File: config.mk
export PLATFORM = sky130hd
export DESIGN_NAME = pipe_stage_reg
export DESIGN_NICKNAME = d
export VERILOG_FILES = /design/src/rtl/core_pipe_pkg.sv /design/src/rtl/pipe_stage_slot.sv /design/src/rtl/pipe_stage_reg.sv
export SDC_FILE = /design/constraint.sdc
export NUM_CORES = 1
export LEC_CHECK = 0
export ABC_AREA = 1
export ABC_CLOCK_PERIOD_IN_PS = 2900
export CAP_MARGIN = 30
export CORE_MARGIN = 2
export CORE_UTILIZATION = 32
export DETAILED_ROUTE_END_ITERATION = 10
export MAX_ROUTING_LAYER = met4
export PLACE_DENSITY = 0.65
export SLEW_MARGIN = 25
export SYNTH_ARGS = -nofsm -noshare
export SYNTH_HDL_FRONTEND = slang
export SYNTH_SLANG_ARGS = --single-unit
File: constraint.sdc
create_clock -name clk -period 2.9 [get_ports clk]
set_input_delay 0.29 -clock clk [delete_from_list [all_inputs] [get_ports clk]]
set_output_delay 0.29 -clock clk [all_outputs]
set_load 0.01 [all_outputs]
File: src/rtl/core_pipe_pkg.sv
// ---------------------------------------------------------------------------
// core_pipe_pkg
//   Shared definitions for the core's inter-stage pipeline registers.
//   Holds the occupancy state encoding used by pipe_stage_reg and the
//   default payload, control and stall-counter widths.
// ---------------------------------------------------------------------------
package core_pipe_pkg;

    localparam int DEF_DATA_W = 32;
    localparam int DEF_CTRL_W = 8;
    localparam int DEF_CNT_W  = 16;

    // EMPTY: nothing held; FULL: main slot holds an entry;
    // SKID: main slot plus the skid slot both hold entries.
    typedef enum logic [1:0] {
        ST_EMPTY = 2'd0,
        ST_FULL  = 2'd1,
        ST_SKID  = 2'd2
    } pipe_state_e;

endpackage

File: src/rtl/pipe_stage_slot.sv
// ---------------------------------------------------------------------------
// pipe_stage_slot
//   One storage slot of a pipeline register: a valid bit plus control vector
//   and payload. The owning stage decides when the slot loads, drops or
//   clears.
// Ports
//   clk      in   rising-edge clock
//   reset    in   synchronous active-high reset, zeroes the slot
//   clear_i  in   synchronous clear (flush), zeroes the slot
//   load_i   in   capture ctrl_i/data_i and mark the slot valid
//   drop_i   in   mark the slot empty, keep ctrl/data as they are
//   ctrl_i   in   control vector to capture
//   data_i   in   payload to capture
//   valid_o  out  slot holds an entry
//   ctrl_o   out  stored control vector (ungated)
//   data_o   out  stored payload
// ---------------------------------------------------------------------------
module pipe_stage_slot
    import core_pipe_pkg::*;
#(
    parameter int DATA_W = DEF_DATA_W,
    parameter int CTRL_W = DEF_CTRL_W
) (
    input  logic              clk,
    input  logic              reset,
    input  logic              clear_i,
    input  logic              load_i,
    input  logic              drop_i,
    input  logic [CTRL_W-1:0] ctrl_i,
    input  logic [DATA_W-1:0] data_i,
    output logic              valid_o,
    output logic [CTRL_W-1:0] ctrl_o,
    output logic [DATA_W-1:0] data_o
);

    logic              valid_q;
    logic [CTRL_W-1:0] ctrl_q;
    logic [DATA_W-1:0] data_q;

    // Clear wins over load so a flush can never leave a stale entry behind.
    // Dropping only clears valid: the payload keeps showing the last entry
    // that left, which is harmless because control is gated downstream.
    always_ff @(posedge clk) begin
        if (reset || clear_i) begin
            valid_q <= 1'b0;
            ctrl_q  <= '0;
            data_q  <= '0;
        end else if (load_i) begin
            valid_q <= 1'b1;
            ctrl_q  <= ctrl_i;
            data_q  <= data_i;
        end else if (drop_i) begin
            valid_q <= 1'b0;
        end
    end

    assign valid_o = valid_q;
    assign ctrl_o  = ctrl_q;
    assign data_o  = data_q;

endmodule

File: src/rtl/pipe_stage_reg.sv
// ---------------------------------------------------------------------------
// pipe_stage_reg
//   Generic inter-stage pipeline register with valid/ready handshake.
//   With SKID_EN=1 a second slot catches the entry that arrives while the
//   downstream stalls, so up_ready_o comes straight from a register and no
//   combinational path runs from dn_ready_i to up_ready_o. With SKID_EN=0 a
//   single slot is used and ready is computed combinationally.
//   flush_i empties the stage and drops the incoming entry; a saturating
//   counter tracks cycles where the output is valid but not taken.
// Ports
//   clk          in   rising-edge clock
//   reset        in   synchronous active-high reset (beats flush_i)
//   flush_i      in   discard held and incoming entries
//   up_valid_i   in   upstream entry valid
//   up_ready_o   out  stage accepts an entry this cycle
//   up_ctrl_i    in   upstream control vector
//   up_data_i    in   upstream payload
//   dn_valid_o   out  downstream entry valid
//   dn_ready_i   in   downstream takes the entry this cycle
//   dn_ctrl_o    out  control vector, zero whenever dn_valid_o=0
//   dn_data_o    out  payload
//   stall_cnt_o  out  saturating count of dn_valid_o && !dn_ready_i cycles
// ---------------------------------------------------------------------------
module pipe_stage_reg
    import core_pipe_pkg::*;
#(
    parameter int DATA_W  = DEF_DATA_W,
    parameter int CTRL_W  = DEF_CTRL_W,
    parameter bit SKID_EN = 1'b1,
    parameter int CNT_W   = DEF_CNT_W
) (
    input  logic              clk,
    input  logic              reset,
    input  logic              flush_i,
    input  logic              up_valid_i,
    output logic              up_ready_o,
    input  logic [CTRL_W-1:0] up_ctrl_i,
    input  logic [DATA_W-1:0] up_data_i,
    output logic              dn_valid_o,
    input  logic              dn_ready_i,
    output logic [CTRL_W-1:0] dn_ctrl_o,
    output logic [DATA_W-1:0] dn_data_o,
    output logic [CNT_W-1:0]  stall_cnt_o
);

    pipe_state_e       state_q, state_d;
    logic [CNT_W-1:0]  stallCnt_q, stallCnt_d;

    logic              upReady;
    logic              inXfer, outXfer;
    logic              mainLoad, mainDrop, mainFromSkid;
    logic              skidLoad, skidDrop;
    logic              mainValid, skidValid;
    logic [CTRL_W-1:0] mainCtrl, skidCtrl, mainCtrlIn;
    logic [DATA_W-1:0] mainData, skidData, mainDataIn;

    assign inXfer  = up_valid_i && upReady;
    assign outXfer = mainValid && dn_ready_i;

    // When draining the skid slot the main slot refills from it, otherwise
    // it always loads straight from upstream.
    assign mainCtrlIn = mainFromSkid ? skidCtrl : up_ctrl_i;
    assign mainDataIn = mainFromSkid ? skidData : up_data_i;

    pipe_stage_slot #(
        .DATA_W (DATA_W),
        .CTRL_W (CTRL_W)
    ) uMain (
        .clk     (clk),
        .reset   (reset),
        .clear_i (flush_i),
        .load_i  (mainLoad),
        .drop_i  (mainDrop),
        .ctrl_i  (mainCtrlIn),
        .data_i  (mainDataIn),
        .valid_o (mainValid),
        .ctrl_o  (mainCtrl),
        .data_o  (mainData)
    );

    generate
        if (SKID_EN) begin : genSkid
            pipe_stage_slot #(
                .DATA_W (DATA_W),
                .CTRL_W (CTRL_W)
            ) uSkid (
                .clk     (clk),
                .reset   (reset),
                .clear_i (flush_i),
                .load_i  (skidLoad),
                .drop_i  (skidDrop),
                .ctrl_i  (up_ctrl_i),
                .data_i  (up_data_i),
                .valid_o (skidValid),
                .ctrl_o  (skidCtrl),
                .data_o  (skidData)
            );
            // The skid slot is valid exactly while the FSM sits in SKID, so
            // ready is a pure register output here.
            assign upReady = !skidValid;
        end else begin : genSingle
            assign skidValid = 1'b0;
            assign skidCtrl  = '0;
            assign skidData  = '0;
            assign upReady   = !mainValid || dn_ready_i;
        end
    endgenerate

    // Occupancy state register; reset beats flush because the next-state
    // logic only sees flush.
    always_ff @(posedge clk) begin
        if (reset) begin
            state_q <= ST_EMPTY;
        end else begin
            state_q <= state_d;
        end
    end

    // Next-state and slot control. The FULL in-without-out arc is only
    // reachable with the skid slot present, since the single-slot ready
    // stays low while a held entry is stalled.
    always_comb begin
        state_d      = state_q;
        mainLoad     = 1'b0;
        mainDrop     = 1'b0;
        mainFromSkid = 1'b0;
        skidLoad     = 1'b0;
        skidDrop     = 1'b0;
        if (flush_i) begin
            state_d = ST_EMPTY;
        end else begin
            case (state_q)
                ST_EMPTY: begin
                    if (inXfer) begin
                        mainLoad = 1'b1;
                        state_d  = ST_FULL;
                    end
                end
                ST_FULL: begin
                    if (inXfer && outXfer) begin
                        mainLoad = 1'b1;
                    end else if (inXfer) begin
                        skidLoad = 1'b1;
                        state_d  = ST_SKID;
                    end else if (outXfer) begin
                        mainDrop = 1'b1;
                        state_d  = ST_EMPTY;
                    end
                end
                ST_SKID: begin
                    if (outXfer) begin
                        mainLoad     = 1'b1;
                        mainFromSkid = 1'b1;
                        skidDrop     = 1'b1;
                        state_d      = ST_FULL;
                    end
                end
                default: begin
                    state_d = ST_EMPTY;
                end
            endcase
        end
    end

    // Stall cycles count up and stick at all-ones; only reset clears them
    // so a flush does not lose performance history.
    always_comb begin
        stallCnt_d = stallCnt_q;
        if (mainValid && !dn_ready_i && (stallCnt_q != '1)) begin
            stallCnt_d = stallCnt_q + CNT_W'(1);
        end
    end

    always_ff @(posedge clk) begin
        if (reset) begin
            stallCnt_q <= '0;
        end else begin
            stallCnt_q <= stallCnt_d;
        end
    end

    assign up_ready_o  = upReady;
    assign dn_valid_o  = mainValid;
    assign dn_ctrl_o   = mainValid ? mainCtrl : '0;
    assign dn_data_o   = mainData;
    assign stall_cnt_o = stallCnt_q;

endmodule

==> summary.log <==
[run_status] run status complete, no violations
[die] number of placement rows 43
[worst_setup_path] startpoint class of the critical path primary input
[synthesis] EDFF count, synth 0
[timing] Final Max Tran Viols 0
[power] Switching Fraction 23.4%
[synthesis] main combinational cell family by area after synthesis simple AND/OR/NAND/NOR gates
[worst_setup_path] Critical Path End Type flip-flop
[synthesis] post-synthesis adder-cell area fraction 0.273%
[placed_design] Port Buffer Count 102
[finish] area occupied by registers 2000 um^2
[power] Static Leakage 2.47 nW
[synthesis] post-synthesis compound-gate area fraction 15.5%
[synthesis] Avg Inst Size Synth 6.51 um^2
[finish] count of placed standard cells in the final layout, fillers left out 976
[placed_design] Cell Area, Placed 5800 um^2
[placed_design] Final HPWL DP 7320 um
[timing] summed negative setup slack over all endpoints 0 ns
[worst_setup_path] worst-case register-to-register setup slack 1.09 ns
[synthesis] synth warn 0
[die] die area 15300 um^2
[clocking] Root Buffer Master sky130_fd_sc_hd__clkbuf_16
[placed_design] Final GP Congestion 0.792
[timing] Worst Hold Margin 0.452 ns
[clocking] number of buffers on the longest clock path 2
[worst_setup_path] launching point of the worst reg2reg path genSkid.uSkid.valid_o
[drt] WL final 10700 um
[synthesis] XOR/XNOR share of the synthesized area 1.15%
[worst_setup_path] critical path depth 9
[finish] Layout Area Growth over Synthesis 33.7%
[global_route] GR Overflow Total 0
[finish] Filler Cells Inserted 1432
[clocking] CTS tree yes
[worst_setup_path] CP endpoint uMain.data_o[27]
[synthesis] post-synthesis share of cell area spent on and, or, nand and nor gates 27.2%
[job] max-capacitance violation count 0
[power] sequential share of power 46.5%
[global_route] first-pass GRT wire length 17500 um
[finish] Finished Cell Area 6140 um^2
[clocking] post-CTS repair timing setup buffer count 0
[power] power density over the cells 495 nW/um^2
[global_route] Total Routing Usage GR 15.0%
[timing] Setup violations, final 0
[power] worst vdd rail ir drop 0.339 mV
[drt] per-cell routed wire length 11.0 um
[clocking] insertion delay of the later-clocked pin in the worst-skew pair 0.35 ns
[power] internal power contribution 2.33 mW
[synthesis] async set or reset register ratio after synthesis 0%
[timing] relative slew slack 60.6%
[die] num ports 103
[worst_setup_path] worst flop-to-flop path endpoint genSkid.uSkid.ctrl_o[6]
[power] clock power share 44.1%
[timing] Final Hold Vio Count 0
[die] chip height 124 um
[timing] setup clock skew after layout 0.0108 ns
[worst_setup_path] largest fanout of any net on the critical path 70
[worst_setup_path] critical path class primary input to flip-flop
[die] Initial Utilization 32.9%
[synthesis] synthesized instance count 705
[worst_setup_path] delay contributed by the slowest stage of the critical path 0.60 ns
[placed_design] Placed Instances 960
[global_route] vias in the first global route 3714
[min_path] kind of path behind the tightest hold check flip-flop to flip-flop
[worst_setup_path] arrival time at the worst endpoint 2.11 ns
[global_route] largest net degree at the start of global routing 71
[synthesis] cell types occupying the most area after synthesis sky130_fd_sc_hd__dfxtp_1, sky130_fd_sc_hd__nand2_1, sky130_fd_sc_hd__nor2_1, sky130_fd_sc_hd__inv_1, sky130_fd_sc_hd__a21oi_1
[worst_setup_path] largest delay contributor family on the critical path buffers and inverters
[power] switching power 0.711 mW
[worst_setup_path] launch point of the critical path dn_ready_i
[timing] Final Cycle Share 64.5%
[finish] utilization of the core after routing 44.0%
[synthesis] cell taking the most area after synthesis sky130_fd_sc_hd__dfxtp_1
[drt] number of DRC violations after detailed-routing iteration 0 276
[finish] final net count 837
[worst_setup_path] r2r worst-path depth 9
[worst_setup_path] library cell contributing the largest single delay on the critical path sky130_fd_sc_hd__clkdlybuf4s50_1
[timing] maximum clock rate 535 MHz
[power] Total Power 3.04 mW
[synthesis] Mapped Nets 751
[global_route] initial antenna violation count 0
[drt] number of routed nets with antenna violations 0
[synthesis] post-synth top area share 43.6%
[die] core area 13900 um^2
[clocking] CTS resizes 0
[drt] detailed-router iteration count before antenna repair 4
[clocking] number of sinks handled by clock tree synthesis 100
[synthesis] most instantiated flip-flop cell in the synthesis netlist sky130_fd_sc_hd__dfxtp_1
[synthesis] FF+latch count, synth 100
[placed_design] placement-stage worst setup slack 0.680 ns
[synthesis] part of the Yosys area used for sequential elements 43.6%
[clocking] clock transition at the register clock pins on the worst setup and hold paths after CTS 0.07 ns
[power] relative contribution of combinational cells to total power 9.4%
[drt] remaining routing DRC violations 0
[finish] ratio of cells with drive above 1 in the final layout 4.65%
[drt] mean number of vias per cell 4.39
[clocking] hold_buf cts 0
[worst_setup_path] Cell Chain, Critical Path clkdlybuf4s50_1 -> nand2_2 -> nor3_4 -> nand2_2 -> buf_12 -> nand2_1 -> o21ai_1 -> nor2_1 -> nor2_1
[finish] area taken by multi-input logic gates 2040 um^2
[die] horizontal die dimension 124 um
[drt] Vias 4280
[timing] Worst Setup Slack, final 1.03 ns
[timing] unrepaired setup endpoints after global routing false
[synthesis] mapped cell area 4590 um^2
[clocking] clock buffer count from CTS 9
[worst_setup_path] total buffers and inverters traversed by the critical path 2
[synthesis] post-synth cell types 24
[timing] Slew @ Worst Pin 0.589 ns
[timing] final critical path time including I/O delays and setup 1.87 ns
[worst_setup_path] critical path required time 3.14 ns
[finish] total inserted antenna cells 0
[clocking] deepest level of the CTS H-tree 3
[synthesis] fraction of synthesized area in multiplexers 0%
## logic make-up after synthesis
kind of cell	after synthesis
AO/OA/AOI/OAI	140
XOR/XNOR	6
buffers and inverters	143
AND/OR/NAND/NOR	315
adder cells (fa/ha/maj)	1
flip-flops	100
## power groups by stage
stage	clock network (mW)	logic [mW]	registers [mW]
final	1.34	0.286	1.41
after global routing	1.43	0.323	1.42
after CTS	1.38	0.289	1.41
after detailed placement	0	0.287	1.44
after global placement	0	0.287	1.44
after floorplan	0	0.142	1.45
## worst reg2reg max path: cells and delay by family (launching register included)
kind,cells,cell delay [ns]
flops,1,0.33
simple gates,4,0.72
compound gates,2,0.22
buf+inv,3,0.43
## sequential cells by signal (all words and copies together) (netlist names)
| signal | flops |
|---|---|
| genSkid.uSkid.data_o | 32 |
| uMain.data_o | 32 |
| stall_cnt_o | 16 |
| genSkid.uSkid.ctrl_o | 8 |
| uMain.ctrl_o | 8 |
| state_q | 2 |
| genSkid.uSkid.valid_o | 1 |
| uMain.valid_o | 1 |
## layout by cell type, fill, tap and decap left out
master,instances
sky130_fd_sc_hd__buf_4,4
sky130_fd_sc_hd__nand3_1,10
sky130_fd_sc_hd__inv_6,2
sky130_fd_sc_hd__a211oi_1,1
sky130_fd_sc_hd__clkinvlp_4,1
sky130_fd_sc_hd__nor3_1,3
sky130_fd_sc_hd__nand2_1,183
sky130_fd_sc_hd__o21ai_0,42
sky130_fd_sc_hd__clkbuf_16,9
sky130_fd_sc_hd__clkbuf_8,1
sky130_fd_sc_hd__nor3_4,1
sky130_fd_sc_hd__a21oi_1,55
sky130_fd_sc_hd__clkinv_4,1
sky130_fd_sc_hd__inv_2,3
sky130_fd_sc_hd__bufinv_16,2
sky130_fd_sc_hd__o21ai_1,40
sky130_fd_sc_hd__nor2_2,1
sky130_fd_sc_hd__dfxtp_1,100
sky130_fd_sc_hd__inv_1,105
sky130_fd_sc_hd__ha_1,1
sky130_fd_sc_hd__nor2_1,106
sky130_fd_sc_hd__xor2_1,4
sky130_fd_sc_hd__xnor2_1,2
sky130_fd_sc_hd__buf_12,4
sky130_fd_sc_hd__nand4_1,5
sky130_fd_sc_hd__o21ai_2,1
sky130_fd_sc_hd__nand2_2,3
sky130_fd_sc_hd__nor2_4,3
sky130_fd_sc_hd__clkdlybuf4s50_1,102
sky130_fd_sc_hd__o21ai_4,1
## Yosys cell counts, types with 3 or more instances
cell type,instances
sky130_fd_sc_hd__a21oi_1,55
sky130_fd_sc_hd__buf_2,12
sky130_fd_sc_hd__clkbuf_1,17
sky130_fd_sc_hd__clkbuf_2,4
sky130_fd_sc_hd__dfxtp_1,100
sky130_fd_sc_hd__inv_1,105
sky130_fd_sc_hd__inv_2,3
sky130_fd_sc_hd__nand2_1,184
sky130_fd_sc_hd__nand3_1,10
sky130_fd_sc_hd__nand4_1,5
sky130_fd_sc_hd__nor2_1,107
sky130_fd_sc_hd__nor3_1,3
sky130_fd_sc_hd__o21ai_0,42
sky130_fd_sc_hd__o21ai_1,40
sky130_fd_sc_hd__xor2_1,4
## metal layers
metal	wire, um	global-route usage, %	part of all wire [%]
met5	0	-	0
met1	5390	19.9	50
met4	193	5.68	1.8
met2	4530	21.4	42
met3	627	4.44	5.8
## area by class of cell
class / count / share of cell area (%)
multi-input combinational: 462 / 33.2
sequential: 100 / 32.6
timing repair buffer: 110 / 18.4
inverter: 108 / 6.61
clock buffer: 10 / 3.89
tap: 180 / 3.67
clock inverter: 6 / 1.53
## worst min-delay path by stage
| stage | startpoint | end | slack [ns] | cells after the start |
|---|---|---|---|---|
| 6_report | genSkid.uSkid.ctrl_o[0] | genSkid.uSkid.ctrl_o[0] | 0.45 | 2 |
| 2_1_floorplan | reset | stall_cnt_o[12] | 0.37 | 1 |
| 3_3_place_gp | genSkid.uSkid.data_o[25] | genSkid.uSkid.data_o[25] | 0.44 | 2 |
| 5_1_grt | genSkid.uSkid.data_o[13] | genSkid.uSkid.data_o[13] | 0.47 | 2 |
| 3_5_place_dp | genSkid.uSkid.data_o[25] | genSkid.uSkid.data_o[25] | 0.44 | 2 |
| 4_1_cts | genSkid.uSkid.data_o[25] | genSkid.uSkid.data_o[25] | 0.45 | 2 |
Note: power is estimated with default switching activity, not from simulation.
